`src/rtl/rv32i_pkg.sv`:
```
// Shared RV32I definitions: base opcodes, the canonical NOP, and the decoded control bundle.
package rv32i_pkg;

  localparam logic [6:0] OP_R      = 7'b0110011;
  localparam logic [6:0] OP_I      = 7'b0010011;
  localparam logic [6:0] OP_LOAD   = 7'b0000011;
  localparam logic [6:0] OP_STORE  = 7'b0100011;
  localparam logic [6:0] OP_BRANCH = 7'b1100011;
  localparam logic [6:0] OP_JAL    = 7'b1101111;
  localparam logic [6:0] OP_JALR   = 7'b1100111;
  localparam logic [6:0] OP_LUI    = 7'b0110111;
  localparam logic [6:0] OP_AUIPC  = 7'b0010111;

  localparam logic [31:0] NOP_INSTR = 32'h0000_0013;

  typedef struct packed {
    logic reg_we;
    logic mem_re;
    logic mem_we;
    logic alu_imm;
  } ctrl_t;

endpackage

```
`src/rtl/instruction_decode_regfile.sv`:
```
// 32-entry integer register file: two combinational read ports with write-through,
// one synchronous write port, x0 reads as zero, whole array cleared by reset.
module regfile #(
  parameter int BW = 32,
  parameter int AW = 5
) (
  input  logic          clk,
  input  logic          rst,
  input  logic [AW-1:0] ra1,
  input  logic [AW-1:0] ra2,
  output logic [BW-1:0] rd1,
  output logic [BW-1:0] rd2,
  input  logic          we,
  input  logic [AW-1:0] wa,
  input  logic [BW-1:0] wd
);

  localparam int DEPTH = 1 << AW;

  logic [BW-1:0] mem [DEPTH];

  // NOTE: the array has an asynchronous clear, so it must be built from flops,
  // not a RAM macro; keep every entry in the reset branch.
  always_ff @(posedge clk or negedge rst) begin
    if (!rst) begin
      for (int i = 0; i < DEPTH; i++) mem[i] <= '0;
    end else if (we && wa != '0) begin
      mem[wa] <= wd;
    end
  end

  // NOTE: outputs get a default before any condition so no latch is inferred.
  always_comb begin
    rd1 = '0;
    rd2 = '0;
    if (ra1 != '0) rd1 = (we && wa == ra1) ? wd : mem[ra1];
    if (ra2 != '0) rd2 = (we && wa == ra2) ? wd : mem[ra2];
  end

endmodule

```
`src/rtl/instruction_decode.sv`:
```
// RV32I decode stage: immediate generation, control decode, load-use hazard
// detection and the ID/EX pipeline register.
module instruction_decode
  import rv32i_pkg::*;
#(
  parameter int BW    = 32,
  parameter int RF_AW = 5
) (
  input  logic             clk,
  input  logic             rst,
  input  logic [BW-1:0]    id_instr,
  input  logic [BW-1:0]    id_pc,
  input  logic             flush,
  input  logic             wb_we,
  input  logic [RF_AW-1:0] wb_rd,
  input  logic [BW-1:0]    wb_data,
  output logic             stall,
  output logic [BW-1:0]    ex_pc,
  output logic [BW-1:0]    ex_rs1_data,
  output logic [BW-1:0]    ex_rs2_data,
  output logic [BW-1:0]    ex_imm,
  output logic [RF_AW-1:0] ex_rs1,
  output logic [RF_AW-1:0] ex_rs2,
  output logic [RF_AW-1:0] ex_rd,
  output logic [2:0]       ex_funct3,
  output logic             ex_funct7b5,
  output logic [6:0]       ex_opcode,
  output logic             ex_reg_we,
  output logic             ex_mem_re,
  output logic             ex_mem_we,
  output logic             ex_alu_imm
);

  logic [6:0]       opcode;
  logic [RF_AW-1:0] rs1, rs2, rd;
  logic [BW-1:0]    rs1_data, rs2_data, imm;
  ctrl_t            ctrl, ex_ctrl;
  logic             uses_rs2, bubble;

  assign opcode = id_instr[6:0];
  assign rd     = id_instr[7 +: RF_AW];
  assign rs1    = id_instr[15 +: RF_AW];
  assign rs2    = id_instr[20 +: RF_AW];

  regfile #(.BW(BW), .AW(RF_AW)) u_rf (
    .clk (clk),
    .rst (rst),
    .ra1 (rs1),
    .ra2 (rs2),
    .rd1 (rs1_data),
    .rd2 (rs2_data),
    .we  (wb_we),
    .wa  (wb_rd),
    .wd  (wb_data)
  );

  always_comb begin
    imm      = '0;
    ctrl     = '0;
    uses_rs2 = 1'b0;
    unique case (opcode)
      OP_R: begin
        ctrl.reg_we = 1'b1;
        uses_rs2    = 1'b1;
      end
      OP_I, OP_LOAD, OP_JALR: begin
        imm          = {{20{id_instr[31]}}, id_instr[31:20]};
        ctrl.reg_we  = 1'b1;
        ctrl.alu_imm = 1'b1;
        ctrl.mem_re  = (opcode == OP_LOAD);
      end
      OP_STORE: begin
        imm          = {{20{id_instr[31]}}, id_instr[31:25], id_instr[11:7]};
        ctrl.mem_we  = 1'b1;
        ctrl.alu_imm = 1'b1;
        uses_rs2     = 1'b1;
      end
      OP_BRANCH: begin
        imm      = {{19{id_instr[31]}}, id_instr[31], id_instr[7], id_instr[30:25],
                    id_instr[11:8], 1'b0};
        uses_rs2 = 1'b1;
      end
      OP_LUI, OP_AUIPC: begin
        imm          = {id_instr[31:12], 12'b0};
        ctrl.reg_we  = 1'b1;
        ctrl.alu_imm = 1'b1;
      end
      OP_JAL: begin
        imm         = {{11{id_instr[31]}}, id_instr[31], id_instr[19:12], id_instr[20],
                       id_instr[30:21], 1'b0};
        ctrl.reg_we = 1'b1;
      end
      default: ;
    endcase
  end

  // A load in EX cannot feed its data to the instruction in ID this cycle.
  assign stall  = ex_ctrl.mem_re && (ex_rd != '0) &&
                  ((ex_rd == rs1) || (uses_rs2 && ex_rd == rs2));
  assign bubble = stall || flush;

  // NOTE: pipeline state uses non-blocking assignments so every flop samples
  // pre-edge values regardless of statement order.
  always_ff @(posedge clk or negedge rst) begin
    if (!rst) begin
      ex_pc       <= '0;
      ex_rs1_data <= '0;
      ex_rs2_data <= '0;
      ex_imm      <= '0;
      ex_rs1      <= '0;
      ex_rs2      <= '0;
      ex_rd       <= '0;
      ex_funct3   <= '0;
      ex_funct7b5 <= 1'b0;
      ex_opcode   <= '0;
      ex_ctrl     <= '0;
    end else begin
      ex_pc <= id_pc;
      if (bubble) begin
        ex_rs1_data <= '0;
        ex_rs2_data <= '0;
        ex_imm      <= '0;
        ex_rs1      <= '0;
        ex_rs2      <= '0;
        ex_rd       <= '0;
        ex_funct3   <= '0;
        ex_funct7b5 <= 1'b0;
        ex_opcode   <= NOP_INSTR[6:0];
        ex_ctrl     <= '0;
      end else begin
        ex_rs1_data <= rs1_data;
        ex_rs2_data <= rs2_data;
        ex_imm      <= imm;
        ex_rs1      <= rs1;
        ex_rs2      <= rs2;
        ex_rd       <= rd;
        ex_funct3   <= id_instr[14:12];
        ex_funct7b5 <= id_instr[30];
        ex_opcode   <= opcode;
        ex_ctrl     <= ctrl;
      end
    end
  end

  assign ex_reg_we  = ex_ctrl.reg_we;
  assign ex_mem_re  = ex_ctrl.mem_re;
  assign ex_mem_we  = ex_ctrl.mem_we;
  assign ex_alu_imm = ex_ctrl.alu_imm;

endmodule

```
`config.mk`:
```
export PLATFORM = sky130hd
export DESIGN_NAME = instruction_decode
export DESIGN_NICKNAME = d
export VERILOG_FILES = /design/src/rtl/rv32i_pkg.sv /design/src/rtl/instruction_decode_regfile.sv /design/src/rtl/instruction_decode.sv
export SDC_FILE = /design/constraint.sdc
export NUM_CORES = 2
export LEC_CHECK = 0
export CAP_MARGIN = 20
export CORE_MARGIN = 1.5
export CORE_UTILIZATION = 39
export CTS_BUF_LIST = sky130_fd_sc_hd__clkbuf_8 sky130_fd_sc_hd__clkbuf_16
export CTS_CLUSTER_DIAMETER = 80
export DETAILED_ROUTE_END_ITERATION = 12
export PLACE_DENSITY = 0.58
export SLEW_MARGIN = 20
export SYNTH_ARGS = -nofsm -noshare
export SYNTH_HDL_FRONTEND = slang
export SYNTH_SLANG_ARGS = --single-unit
export TNS_END_PERCENT = 5
```
`constraint.sdc`:
```
create_clock -name clk -period 2 [get_ports clk]
set_input_delay 0.2 -clock clk [delete_from_list [all_inputs] [get_ports clk]]
set_output_delay 0.2 -clock clk [all_outputs]
set_load 0.01 [all_outputs]
```
==> impl_metrics.ini <==
[global_route]
overflow = 0
grt_max_degree = 85
antenna_found_initial = 0
grt_use_total_pct = 25.7
grt_pass1_wl_mm = 295
grt_pass1_vias = 41200

[route]
drtPass1Iterations = 5
vias = 40000
routed_wl_mm = 200
drt-vias-per-instance = 5.90
ant_nets = 0
routedWlPerCell_um = 29.4
drc_errors = 0
first_iter_violations = 3121

[setup_path]
critPathKind = reg2out
critPathMaxFanout = 3
worstPathRequired_ps = 1800
start_kind = register
crit_arrival_ps = 2250
critPathCaptureType = output pin

[synth]
synth_edf_count = 0
avgSynthCellArea_um2 = 14.9
ys_seq_area_share_pct = 49.4
yosysWarnings = 0
syn_inst = 4020
synthArstFlopShare_pct = 100
synth-seq-cells = 1182
synth-simple-area-share_pct = 2.81
synth_area_um2 = 59900
syn-num-nets = 4125
synth_top_family_by_area = multiplexers
synth_compound_area_share_pct = 4.50
synth_cell_types = 50
synth_xor_area_share_pct = 0.292
synth-adder-area-share_pct = 0
yosys_most_used_dff = dfrtp_1
synth_mux_area_share_pct = 39.5

[timing]
timing.final.crit_share_pct = 122
fmax_mhz = 409
setup_slack_ps = -445
slew_violations = 0
skew_ps = 31.7
relSlewSlack_pct = 57.7
worstMarginPinSlew_ps = 632
min_period_ps = 2450
final_hold_viol_count = 0
rsz0062_at_grt = true
setup_violations = 104

[cells_and_area]
regArea_um2 = 29600
multi_input_area_um2 = 28600
fillers = 13000
nNetsFinal = 4743
post-route-util_pct = 49.6
area_delta_synth_final_pct = 26.0
drive_above_1_share_pct = 50.6
final_cell_mix = dfrtp_1 (1177), mux2_2 (992), mux4_2 (493)
fin_area_um2 = 75500
layout_commonest_cell = dfrtp_1

[placement]
gp_congestion = 0.863
place_area_um2 = 70100
place.port_buffers = 263
dp_hpwl_mm = 136

[run_status]
status = complete, but fails checks
failed_checks = setup timing

[floorplan]
dieHeight_um = 395
start_util_pct = 39.4
dieArea_um2 = 156000
io_pins = 264
die_x_um = 395
rows = 143
coreArea_um2 = 152000

[cts]
cts_root_buffer = clkbuf_16
htree_levels = 4
cts_buffers = 141
cts.sink_count = 1182
tritoncts = built
clkTransAtPathRegs_ps = 60
clk_latency_ps = 790
ctsLongestPathBuffers = 3

[power_and_ir_drop]
leakagePower_nw = 33.2
power.density_nw_per_um2 = 950
peakVddDrop_uv = 641

[min_path]
hold_class = in2reg

[job]
maxCapViolations = 0
[per-stage QoR]
stage	setup TNS, ps	instances	worst slack (ps)	power (mW)	hold WS (ps)
4_1_cts	-18620	6782	-493	72.1	9.30
3_5_place_dp	-294440	6476	-597	45.8	146
6_report	-19400	6786	-445	71.7	56.6
3_3_place_gp	-282110	6476	-548	45.4	146
5_1_grt	-27510	6783	-531	74.6	39.7
2_1_floorplan	-21.7	4020	-21.7	40.0	-95.6
[sequential cells by signal, indices dropped and copies added (netlist names), 3 cells and up]
| name | cells |
|---|---|
| ex_pc | 32 |
| ex_funct3 | 3 |
| ex_rs2 | 5 |
| ex_rs1_data | 32 |
| ex_rs1 | 5 |
| ex_rd | 5 |
| ex_opcode | 7 |
| ex_rs2_data | 32 |
| u_rf.mem | 1024 |
| ex_imm | 32 |
[per-layer routing]
layer / wire length, µm / GRT usage [%] / up-vias
met4: 6060 / 8.01 / 0
li1: - / - / 16700
met3: 12000 / 4.41 / 300
met1: 85500 / 35.3 / 21700
met5: 0 / 0 / -
met2: 96300 / 41.7 / 1357
[kinds of logic (layout without fill, tap and decap cells)]
kind of cell	count (synthesis)	in the layout
xor+xnor	20	20
buf+inv	453	1186
compound gates	387	387
simple gates	352	352
other cells	0	3
flops	1182	1182
mux	1626	1626
[worst paths after layout]
path,from,to,slack [ps],cells past startpoint
max,ex_rd[2],stall,-450,7
min reg2reg,u_rf.mem[1016],u_rf.mem[1016],390,0
max reg2reg,ex_rd[2],ex_rs1_data[25],-340,10
min,id_instr[18],ex_rs1[3],60,3
min in group asynchronous,rst,u_rf.mem[914],220,3
max in group asynchronous,rst,ex_rs1_data[14],1140,4
[cell type report]
type,instances,area share [%]
diodes,3,0.00994
well taps,2030,3.36
repair buffers,923,13.2
clock inverters,82,0.941
inverters,5,0.0249
clock buffers,176,5.36
multi-input cells,2385,37.9
flip-flops and latches,1182,39.2
[worst max-delay path: stages (launching register included)]
cell	delay [ps]
dfrtp_2	440
buf_4	160
buf_4	140
xor2_4	150
nor3_4	200
o221ai_4	150
inv_2	100
buf_6	100
[what timing repair did]
action                                 in CTS  in global routing
buffers inserted                            3                  1
setup endpoints to repair                 127                117
gates cloned                                0                  0
hold buffers                               45                  0
pin swaps                                   2                  6
endpoints found under the hold margin    1184                  0
gates resized for setup                    52                  7
[synth_stat cells, drive strengths merged (8+ instances only)]
cell	count	area share, %
nor4	8	0.084
mux2i	141	2.4
a2bb2oi	8	0.12
a221oi	17	0.25
a21oi	54	0.45
a22oi	34	0.43
xnor2	8	0.12
xor2	12	0.18
nor2b	42	0.44
o211ai	10	0.13
mux2	992	19
clkbuf	251	1.6
dfrtp	1182	49
nor2	102	0.64
mux4	493	19
a22o	67	0.98
nand2	89	0.56
nand3	25	0.21
a211oi	91	1.1
o21ai	52	0.43
o22ai	46	0.48
buf	197	1.9
nor3	24	0.20
and3	25	0.26
and2	10	0.10
[power by group]
part	internal, mW	leakage, nW	total, mW	switching, mW
sequential	28.1	15.2	31.0	2.97
clock	15.4	2.49	26.1	10.8
combinational	8.93	15.5	14.5	5.57
total	52.4	33.2	71.7	19.3
Note: power is estimated with default switching activity, not from simulation.
